<file path="config.mk">
export PLATFORM = sky130hd
export DESIGN_NAME = sprite_ctrl_flat
export DESIGN_NICKNAME = d
export VERILOG_FILES = /design/src/rtl/sprite_pkg.sv /design/src/rtl/sprite_ctrl_if.sv /design/src/rtl/sprite_pos_wrap.sv /design/src/rtl/sprite_ctrl.sv /design/src/flat_wrapper.sv
export SDC_FILE = /design/constraint.sdc
export NUM_CORES = 1
export LEC_CHECK = 0
export ABC_AREA = 1
export BUFFER_PORTS_ARGS = -buffer_cell sky130_fd_sc_hd__buf_2
export CAP_MARGIN = 15
export CELL_PAD_IN_SITES_DETAIL_PLACEMENT = 1
export CELL_PAD_IN_SITES_GLOBAL_PLACEMENT = 2
export CORE_MARGIN = 3
export CORE_UTILIZATION = 28
export CTS_BUF_LIST = sky130_fd_sc_hd__clkbuf_4
export DETAILED_ROUTE_END_ITERATION = 12
export GPL_TIMING_DRIVEN = 1
export MAX_ROUTING_LAYER = met4
export PLACE_DENSITY_LB_ADDON = 0.1
export SLEW_MARGIN = 5
export SYNTH_ARGS = -nofsm -noshare
export SYNTH_HDL_FRONTEND = slang
export SYNTH_HIERARCHICAL = 1
export SYNTH_SLANG_ARGS = --single-unit
</file>
<file path="constraint.sdc">
create_clock -name clk_pix -period 4.52 [get_ports clk_pix]
set_clock_uncertainty 0.05 [all_clocks]
set_input_delay 0.904 -clock clk_pix [delete_from_list [all_inputs] [get_ports clk_pix]]
set_output_delay 0.904 -clock clk_pix [all_outputs]
set_load 0.1 [all_outputs]
</file>
<file path="src/rtl/sprite_pkg.sv">
// Shared FSM state type and 640x480 display timing constants for the sprite controller.
package sprite_pkg;

    typedef enum logic [1:0] {StIdle, StWait, StActive} state_e;

    localparam int unsigned H_RES      = 640;
    localparam int unsigned V_RES      = 480;
    localparam int unsigned H_RES_FULL = 800;
    localparam int unsigned V_RES_FULL = 525;

endpackage

</file>
<file path="src/rtl/sprite_ctrl_if.sv">
// Handshake between the sprite controller (master) and the sprite engine (slave).
interface sprite_ctrl_if #(
    parameter int unsigned CORDW = 10,
    parameter int unsigned ADDRW = 10
);
    logic [CORDW-1:0] sprx;
    logic [CORDW-1:0] spry;
    logic             spr_start;
    logic             spr_done;
    logic [ADDRW-1:0] frame_base;
    logic             busy;

    modport master (output sprx, spry, spr_start, frame_base, busy, input spr_done);
    modport slave  (input sprx, spry, spr_start, frame_base, busy, output spr_done);
endinterface

</file>
<file path="src/rtl/sprite_pos_wrap.sv">
// Combinational horizontal move by SPEED_X with modulo-H_RES_FULL wrap in either direction.
module sprite_pos_wrap #(
    parameter int unsigned CORDW      = 10,
    parameter int unsigned H_RES_FULL = 800,
    parameter int unsigned SPEED_X    = 2
) (
    input  logic [CORDW-1:0] pos_i,
    input  logic             dir_i,
    output logic [CORDW-1:0] pos_o
);
    localparam logic [CORDW:0] Speed = (CORDW+1)'(SPEED_X);
    localparam logic [CORDW:0] Full  = (CORDW+1)'(H_RES_FULL);

    logic [CORDW:0] pos_ext;
    logic [CORDW:0] sum;
    logic [CORDW:0] res;

    always_comb begin
        pos_ext = {1'b0, pos_i};
        sum     = pos_ext + Speed;
        if (dir_i) begin
            res = (sum >= Full) ? sum - Full : sum;
        end else begin
            // Position equal to SPEED_X lands on 0, keeping the result inside 0..H_RES_FULL-1.
            res = (pos_ext >= Speed) ? pos_ext - Speed : Full - (Speed - pos_ext);
        end
        pos_o = res[CORDW-1:0];
    end
endmodule

</file>
<file path="src/rtl/sprite_ctrl.sv">
// Sprite controller: starts the sprite engine once per frame and walks the sprite horizontally.
// Define SPRITE_CTRL_FRAME_EN to add animation frame sequencing on frame_base.
module sprite_ctrl #(
    parameter int unsigned CORDW      = 10,
    parameter int unsigned H_RES      = sprite_pkg::H_RES,
    parameter int unsigned V_RES      = sprite_pkg::V_RES,
    parameter int unsigned H_RES_FULL = sprite_pkg::H_RES_FULL,
    parameter int unsigned V_RES_FULL = sprite_pkg::V_RES_FULL,
    parameter int unsigned START_X    = 0,
    parameter int unsigned START_Y    = 200,
    parameter int unsigned SPEED_X    = 2,
    parameter int unsigned SPR_FRAMES = 1,
    parameter int unsigned SPR_PIXELS = 640,
    parameter int unsigned FRAME_RATE = 8,
    parameter int unsigned ADDRW      = 10
) (
    input  logic             clk_pix,
    input  logic             rst,
    input  logic [CORDW-1:0] sx,
    input  logic [CORDW-1:0] sy,
    input  logic             enable,
    input  logic             dir,
    sprite_ctrl_if.master    eng
);
    import sprite_pkg::*;

    localparam logic [CORDW-1:0] StartX = CORDW'(START_X);
    localparam logic [CORDW-1:0] StartY = CORDW'(START_Y);
    localparam logic [CORDW-1:0] SyStep = CORDW'(V_RES);
    localparam logic [CORDW-1:0] SxPre  = CORDW'(H_RES - 1);
    localparam logic [CORDW-1:0] SyLast = CORDW'(V_RES_FULL - 1);

    state_e           state_q, state_d;
    logic [CORDW-1:0] sprx_q, sprx_d, spry_q, sprx_next, spry_cor;
    logic             start_q, start_d;
    logic             pend_q, pend_d;
    logic             step, apply;

    assign step     = enable && (sy == SyStep) && (sx == '0);
    assign spry_cor = (spry_q == '0) ? SyLast : spry_q - CORDW'(1);

    sprite_pos_wrap #(
        .CORDW      (CORDW),
        .H_RES_FULL (H_RES_FULL),
        .SPEED_X    (SPEED_X)
    ) u_pos_wrap (
        .pos_i (sprx_q),
        .dir_i (dir),
        .pos_o (sprx_next)
    );

    always_comb begin
        state_d = state_q;
        start_d = 1'b0;
        pend_d  = pend_q;
        apply   = 1'b0;
        unique case (state_q)
            StIdle: begin
                apply = step;
                if (enable) state_d = StWait;
            end
            StWait: begin
                apply = step;
                if (!enable) begin
                    state_d = StIdle;
                end else if ((sy == spry_cor) && (sx == SxPre)) begin
                    state_d = StActive;
                    start_d = 1'b1;
                end
            end
            StActive: begin
                // Steps seen mid-sprite collapse into a single move once the engine is done.
                if (eng.spr_done) begin
                    state_d = enable ? StWait : StIdle;
                    apply   = pend_q || step;
                    pend_d  = 1'b0;
                end else if (step) begin
                    pend_d = 1'b1;
                end
            end
            default: state_d = StIdle;
        endcase
        sprx_d = apply ? sprx_next : sprx_q;
    end

    always_ff @(posedge clk_pix or posedge rst) begin
        if (rst) begin
            state_q <= StIdle;
            sprx_q  <= StartX;
            spry_q  <= StartY;
            start_q <= 1'b0;
            pend_q  <= 1'b0;
        end else begin
            state_q <= state_d;
            sprx_q  <= sprx_d;
            start_q <= start_d;
            pend_q  <= pend_d;
        end
    end

    assign eng.sprx      = sprx_q;
    assign eng.spry      = spry_q;
    assign eng.spr_start = start_q;
    assign eng.busy      = (state_q == StActive);

`ifdef SPRITE_CTRL_FRAME_EN
    localparam int unsigned CntW = (FRAME_RATE > 1) ? $clog2(FRAME_RATE) : 1;
    localparam int unsigned IdxW = (SPR_FRAMES > 1) ? $clog2(SPR_FRAMES) : 1;

    logic [CntW-1:0]  cnt_q, cnt_d;
    logic [IdxW-1:0]  idx_q, idx_d;
    logic [ADDRW-1:0] base_q, base_d;

    always_comb begin
        cnt_d  = cnt_q;
        idx_d  = idx_q;
        base_d = base_q;
        if (apply) begin
            if (cnt_q == CntW'(FRAME_RATE - 1)) begin
                cnt_d = '0;
                idx_d = (idx_q == IdxW'(SPR_FRAMES - 1)) ? '0 : idx_q + IdxW'(1);
            end else begin
                cnt_d = cnt_q + CntW'(1);
            end
            base_d = ADDRW'(32'(idx_d) * SPR_PIXELS);
        end
    end

    always_ff @(posedge clk_pix or posedge rst) begin
        if (rst) begin
            cnt_q  <= '0;
            idx_q  <= '0;
            base_q <= '0;
        end else begin
            cnt_q  <= cnt_d;
            idx_q  <= idx_d;
            base_q <= base_d;
        end
    end

    assign eng.frame_base = base_q;
`else
    assign eng.frame_base = '0;
`endif
endmodule

</file>
<file path="src/flat_wrapper.sv">
// flat-port wrapper written by rule: the top's interface ports become plain ports
module sprite_ctrl_flat import sprite_pkg::*;
#(
    parameter int unsigned CORDW      = 10,
    parameter int unsigned H_RES      = sprite_pkg::H_RES,
    parameter int unsigned V_RES      = sprite_pkg::V_RES,
    parameter int unsigned H_RES_FULL = sprite_pkg::H_RES_FULL,
    parameter int unsigned V_RES_FULL = sprite_pkg::V_RES_FULL,
    parameter int unsigned START_X    = 0,
    parameter int unsigned START_Y    = 200,
    parameter int unsigned SPEED_X    = 2,
    parameter int unsigned SPR_FRAMES = 1,
    parameter int unsigned SPR_PIXELS = 640,
    parameter int unsigned FRAME_RATE = 8,
    parameter int unsigned ADDRW      = 10
)
  (clk_pix, rst, sx, sy, enable, dir, eng_sprx, eng_spry, eng_spr_start, eng_frame_base, eng_busy, eng_spr_done);
  sprite_ctrl_if #(.CORDW(CORDW), .ADDRW(ADDRW)) eng_i ();
  input  logic clk_pix;
  input  logic rst;
  input  logic [CORDW-1:0] sx;
  input  logic [CORDW-1:0] sy;
  input  logic enable;
  input  logic dir;
  output wire logic [$bits(eng_i.sprx)-1:0] eng_sprx;
  output wire logic [$bits(eng_i.spry)-1:0] eng_spry;
  output wire logic [$bits(eng_i.spr_start)-1:0] eng_spr_start;
  output wire logic [$bits(eng_i.frame_base)-1:0] eng_frame_base;
  output wire logic [$bits(eng_i.busy)-1:0] eng_busy;
  input wire logic [$bits(eng_i.spr_done)-1:0] eng_spr_done;
  assign eng_sprx = eng_i.sprx;
  assign eng_spry = eng_i.spry;
  assign eng_spr_start = eng_i.spr_start;
  assign eng_frame_base = eng_i.frame_base;
  assign eng_busy = eng_i.busy;
  assign eng_i.spr_done = eng_spr_done;
  sprite_ctrl #(.CORDW(CORDW), .H_RES(H_RES), .V_RES(V_RES), .H_RES_FULL(H_RES_FULL), .V_RES_FULL(V_RES_FULL), .START_X(START_X), .START_Y(START_Y), .SPEED_X(SPEED_X), .SPR_FRAMES(SPR_FRAMES), .SPR_PIXELS(SPR_PIXELS), .FRAME_RATE(FRAME_RATE), .ADDRW(ADDRW)) u_core (.clk_pix(clk_pix), .rst(rst), .sx(sx), .sy(sy), .enable(enable), .dir(dir), .eng(eng_i));
endmodule
</file>
### Yosys cells after proc, flatten, opt, wreduce, memory -nomap -nowiden

Cells that the tools add are included.
Widths: inputs -> output; s select.

| operators by class | value |
|---|---|
| reductions and logical operators | 11 |
| equality and inequality tests | 8 |
| $add $sub $neg | 6 |
| $lt $le $gt $ge | 2 |
| mux-type cells | 17 |

Operators with widths:

| kind | count |
|---|---|
| $mux 10 | 4 |
| $logic_not 10->1 | 2 |
| $add 10x2->11 const B | 1 |
| $ge 11x10->1 const B | 1 |
| $eq 10x10->1 | 1 |
| $eq 10x10->1 const B | 1 |
| $eq 10x9->1 const B | 1 |
| $ge 10x2->1 const B | 1 |
| $sub 10x1->10 const B | 1 |
| $sub 10x10->10 const A | 1 |
| $sub 10x10->10 const B | 1 |
| $sub 10x2->10 const B | 1 |
| $sub 2x10->10 const A | 1 |
| $mux 2 | 4 |
| $mux 1 | 7 |
| $pmux 2 s3 | 1 |
| $logic_and 1x1->1 | 3 |
| $ne 3x2->1 const B | 1 |
| $reduce_and 3->1 | 1 |
| $eq 2x1->1 const B | 1 |
| $eq 2x2->1 const B | 1 |
| $logic_not 2->1 | 1 |
| $ne 2x1->1 const B | 1 |
| $ne 2x2->1 const B | 1 |
| 5 further kinds | 5 |

| storage, ports and cells | value |
|---|---|
| word-level logic and storage cells | 48 |
| register bits after elaboration | 14 |
| input port bits | 25 |
| output and inout port bits | 32 |

### Depth between registers and ports, before layout

| depth | value |
|---|---|
| depth after elaboration | 7 |
| depth in mapped cells | 17 |
| mapped depth without buffers | 17 |

### By module

Netlist, hierarchy kept.

Modules (own cells, without submodules):

| module | area each (sq um) | sequential area each (sq um) | times used | cells each |
|---|---|---|---|---|
| sprite_ctrl | 882.1 | 350.3 | 1 | 121 |
| sprite_pos_wrap | 732.0 | 0.0 | 1 | 141 |

### Least setup slack after synthesis

No wires, ideal clock.

| timing | value |
|---|---|
| kind | register to register |
| start | register u_core.sprx_q[1] (netlist: u_core/eng.sprx[1]) |
| end | register u_core.sprx_q[7] (netlist: u_core/eng.sprx[7]) |
| path buffers | 0 |
| stages on the path, launching flop included | 18 |
| required time | 4.348 ns |
| setup time | 0.122 ns |
| data arrival time | 2.624 ns |
| clock period less this slack | 2.796 ns |
| setup slack | 1.724 ns |
| cells stage by stage | dfrtp_1 > ha_1 > nand2_1 > nor2_4 > nand2_1 > nand2_1 > inv_1 > ha_1 > inv_1 > nand3_1 > nor2_1 > nor2_2 > nand2_1 > nand2_1 > nand2_1 > nand2_1 > nand3_1 > nand2_1 |

| on the way | value |
|---|---|
| longest elaborated chain between the ends | 4 |
| elaborated cells on any way between the ends | 10 |
| classes of those cells | add/sub (5); order compare (2); mux (3) |

RTL lines:

| element | line | source |
|---|---|---|
| start, declared | sprite_ctrl.sv:34 | `logic [CORDW-1:0] sprx_q, sprx_d, spry_q, sprx_next, spry_cor;` |
| start signal, assigned | sprite_ctrl.sv:89 | `sprx_q <= StartX;` |
| start signal, assigned | sprite_ctrl.sv:95 | `sprx_q <= sprx_d;` |
| $sub 2x10->10 or $add 10x2->11 (tied branches) | sprite_pos_wrap.sv:25, sprite_pos_wrap.sv:20 |  |
| $sub 10x10->10, or another cell as far along | sprite_pos_wrap.sv:25 | `res = (pos_ext >= Speed) ? pos_ext - Speed : Full - (Speed - pos_ext);` |
| $mux 10, on equally long branches | sprite_pos_wrap.sv:25, sprite_pos_wrap.sv:22 |  |
| $mux 10 * | sprite_pos_wrap.sv:21 | `if (dir_i) begin` |
| named net u_core.sprx_next[7] | sprite_ctrl.sv:34 |  |

The timed path passes the listed nets; every way through them passes the cells marked *.
A chain may end at the register's enable or synchronous reset.

### Final worst setup path

| timing | value |
|---|---|
| start | register u_core.sprx_q[1] (netlist: u_core/eng.sprx[1]) |
| end | register u_core.sprx_q[5] (netlist: u_core/eng.sprx[5]) |

The elaborated chain is that of the path after synthesis.

==> flow_summary.yaml <==
sta:
  fin_setup_tns_ns: 0
  max_freq_mhz: 422
  hold_viol: 0
  slew_violations: 0
  setup-violations-final: 0
  tightest_slew_ns: 0.561
  min_period_over_period_pct: 52.5
  finalCriticalPeriod_ns: 2.37
  slew_headroom_pct: 62.6
  rsz0062_at_grt: "no"
cts:
  numCtsBuffers: 3
  clk_latency_ns: 0.28
  clock_sinks: 14
  cts_root_buf: "clkbuf_4"
  cts.htree.levels: 1
  path_clk_slew_ns: 0.09
  cts_tree: "done"
  post_cts_buffers: 0
  cts_buffer_depth: 2
  holdBufCountCts: 0
  cts_resized: 0
synth:
  synthCells: 262
  seq_area_frac_synth_pct: 21.7
  syn_area_mm2: 0.00161
  yosys_register_bits: 14
  yosys.area.top_type: "dfrtp_1"
  yosysTopAreaCellShare_pct: 21.7
  syn_avg_cell_area_um2: 6.16
  synth_cell_type_count: 28
  yosys-top-cells-area: "dfrtp_1 22%, nand2_1 18%, nand3_1 11%"
  yosysWarnings: 26
placed_design:
  dp.final_hpwl_um: 3870
  post_dp_cell_area_mm2: 0.00175
  globalplace.congestion: 0.833
  port-buffer-count: 36
floorplan:
  fp-row-count: 27
  core_mm2: 0.00554
  initial_utilization_pct: 29.1
  dieArea_mm2: 0.00671
  die_h_um: 81.9
  die_x_um: 81.9
  num_io_pins: 57
grt:
  antenna_found_initial: 0
  grt_max_degree: 15
  grt_usage_pct: 14.5
  grt_overflow: 0
  grt_pass1_wl_um: 7310
  grt_pass1_vias: 1592
detailed_routing:
  wl_per_cell_um: 12.1
  routed_wl_um: 4450
  dr.pass1.iters: 4
  ant_nets: 0
  vias_per_cell: 4.44
  drc: 0
  dr.first_iter.drc_count: 49
  via_count: 1635
power:
  power_density_mw_per_mm2: 169
  swShare_pct: 43.1
  p_leak_nw: 0.992
  pwr-share-comb_pct: 33.2
  peakVddDrop_v: 0.0000570
  seq_power_share_pct: 42.4
  power_frac_clock_pct: 24.4
  power.switching_w: 0.000129
  p_int_w: 0.000171
final_layout:
  final_nets: 326
  drive_gt1_share_pct: 17.9
  final_common_cell: "nand2_1"
  mostFrequentLayoutCells: "79 x nand2_1, 36 x buf_2, 35 x nand3_1"
  design_area_mm2: 0.00178
  syn2layout_area_growth_pct: 10.3
  final_util_pct: 32.1
  antenna_cells: 0
critical_path:
  startpoint_type: "flip-flop"
  arrival_ns: 2.54
  crit_type: "flip-flop to flip-flop"
  worstPathMaxFanout: 8
  crit_path_end_kind: "flip-flop"
  cp.required_ns: 4.69
min_path:
  worstHoldPathType: "flip-flop to flip-flop"
run:
  cap_violations: 0
outcome:
  status: "completed"
-- cell usage after synthesis --
cell / number
nor2_2: 4
nand3b_1: 2
o31ai_1: 1
clkbuf_8: 1
nor2_1: 28
dfrtp_1: 14
a22oi_1: 1
ha_1: 4
nand4_1: 3
nor3_1: 4
xor2_1: 7
a21oi_1: 3
buf_6: 2
o21ai_0: 8
inv_1: 30
nand3_2: 1
nand2_2: 5
buf_4: 22
nor2_4: 1
conb_1: 1
a21oi_2: 1
inv_2: 1
or2_1: 1
nor4_4: 1
nand2_1: 79
nand3_1: 35
o21bai_1: 1
xnor2_1: 1
-- path summary, 6_finish.rpt --
check	startpoint	endpoint	slack, ns	cells past startpoint
hold / removal	u_core/state_q[1]$_DFFE_PP0P_	u_core/state_q[0]$_DFFE_PP0P_	0.50	3
min in group asynchronous	rst	u_core/eng.spr_start$_DFF_PP0_	0.61	2
max in group asynchronous	rst	u_core/eng.sprx[8]$_DFFE_PP0P_	3.44	2
setup / recovery	u_core/eng.sprx[1]$_DFFE_PP0P_	u_core/eng.sprx[5]$_DFFE_PP0P_	2.15	16
setup reg to reg	u_core/eng.sprx[1]$_DFFE_PP0P_	u_core/eng.sprx[5]$_DFFE_PP0P_	2.15	16
hold reg to reg	u_core/state_q[1]$_DFFE_PP0P_	u_core/state_q[0]$_DFFE_PP0P_	0.50	3
-- cell families after synthesis --
family                   after synthesis  share of synthesized area [%]
XOR/XNOR                               8                           4.34
other                                  1                          0.232
buffers and inverters                 56                           19.7
AO/OA/AOI/OAI                         15                           5.35
AND/OR/NAND/NOR                      164                           45.6
flip-flops                            14                           21.7
adder cells (fa/ha/maj)                4                           3.10
-- sequential cells by signal, indices dropped and copies added (netlist names) --
| register | count |
|---|---|
| u_core/pend_q | 1 |
| u_core/eng.spr_start | 1 |
| u_core/eng.sprx | 10 |
| u_core/state_q | 2 |
-- through the flow --
stage               hold slack [ns]  power [W]  worst slack [ns]  std cells
finish                        0.499   0.000300              2.15        368
CTS                           0.511   0.000304              2.10        368
global route                  0.552   0.000313              1.90        368
floorplan                     0.459   0.000229              1.72        281
global placement              0.500   0.000230              2.13        364
detailed placement            0.499   0.000230              2.11        364
-- cell type report --
type | count | area (µm²)
tap | 72 | 90.1
fill | 766 | 3760
clock buffer | 3 | 22.5
inverter | 31 | 116
timing repair buffer | 36 | 180
sequential | 14 | 350
multi-input combinational | 211 | 1020
clock inverter | 1 | 3.75
-- power by group through the flow --
stage	clock, W	combinational (W)	sequential, W
after detailed placement	0	0.0000999	0.000130
final	0.0000733	0.0000996	0.000127
after CTS	0.0000767	0.000100	0.000127
after global placement	0	0.000100	0.000130
after global routing	0.0000795	0.000106	0.000127
after floorplan	0	0.0000997	0.000129
-- per-layer routing --
| metal | vias to the layer above | track usage (%) | wire length [µm] |
|---|---|---|---|
| met3 | 4 | 1.64 | 202 |
| met5 | - | - | 0 |
| met2 | 40 | 25.3 | 2190 |
| met4 | 0 | 3.99 | 38 |
| met1 | 738 | 17.5 | 2020 |
| li1 | 853 | - | - |
-- critical path, cell delays in order, from the launching register on --
cell     delay, ns
dfrtp_1       0.47
ha_1          0.24
nand2_1       0.12
nor2_4        0.15
nand2_1       0.06
nand2_1       0.14
inv_1         0.10
ha_1          0.21
inv_1         0.09
nand3_1       0.08
nor2_1        0.12
nor2_2        0.07
nand3_1       0.07
nand3_1       0.08
nand2_1       0.08
nand3_1       0.09
nand2_1       0.10
Power figures use the tool's default switching activity.
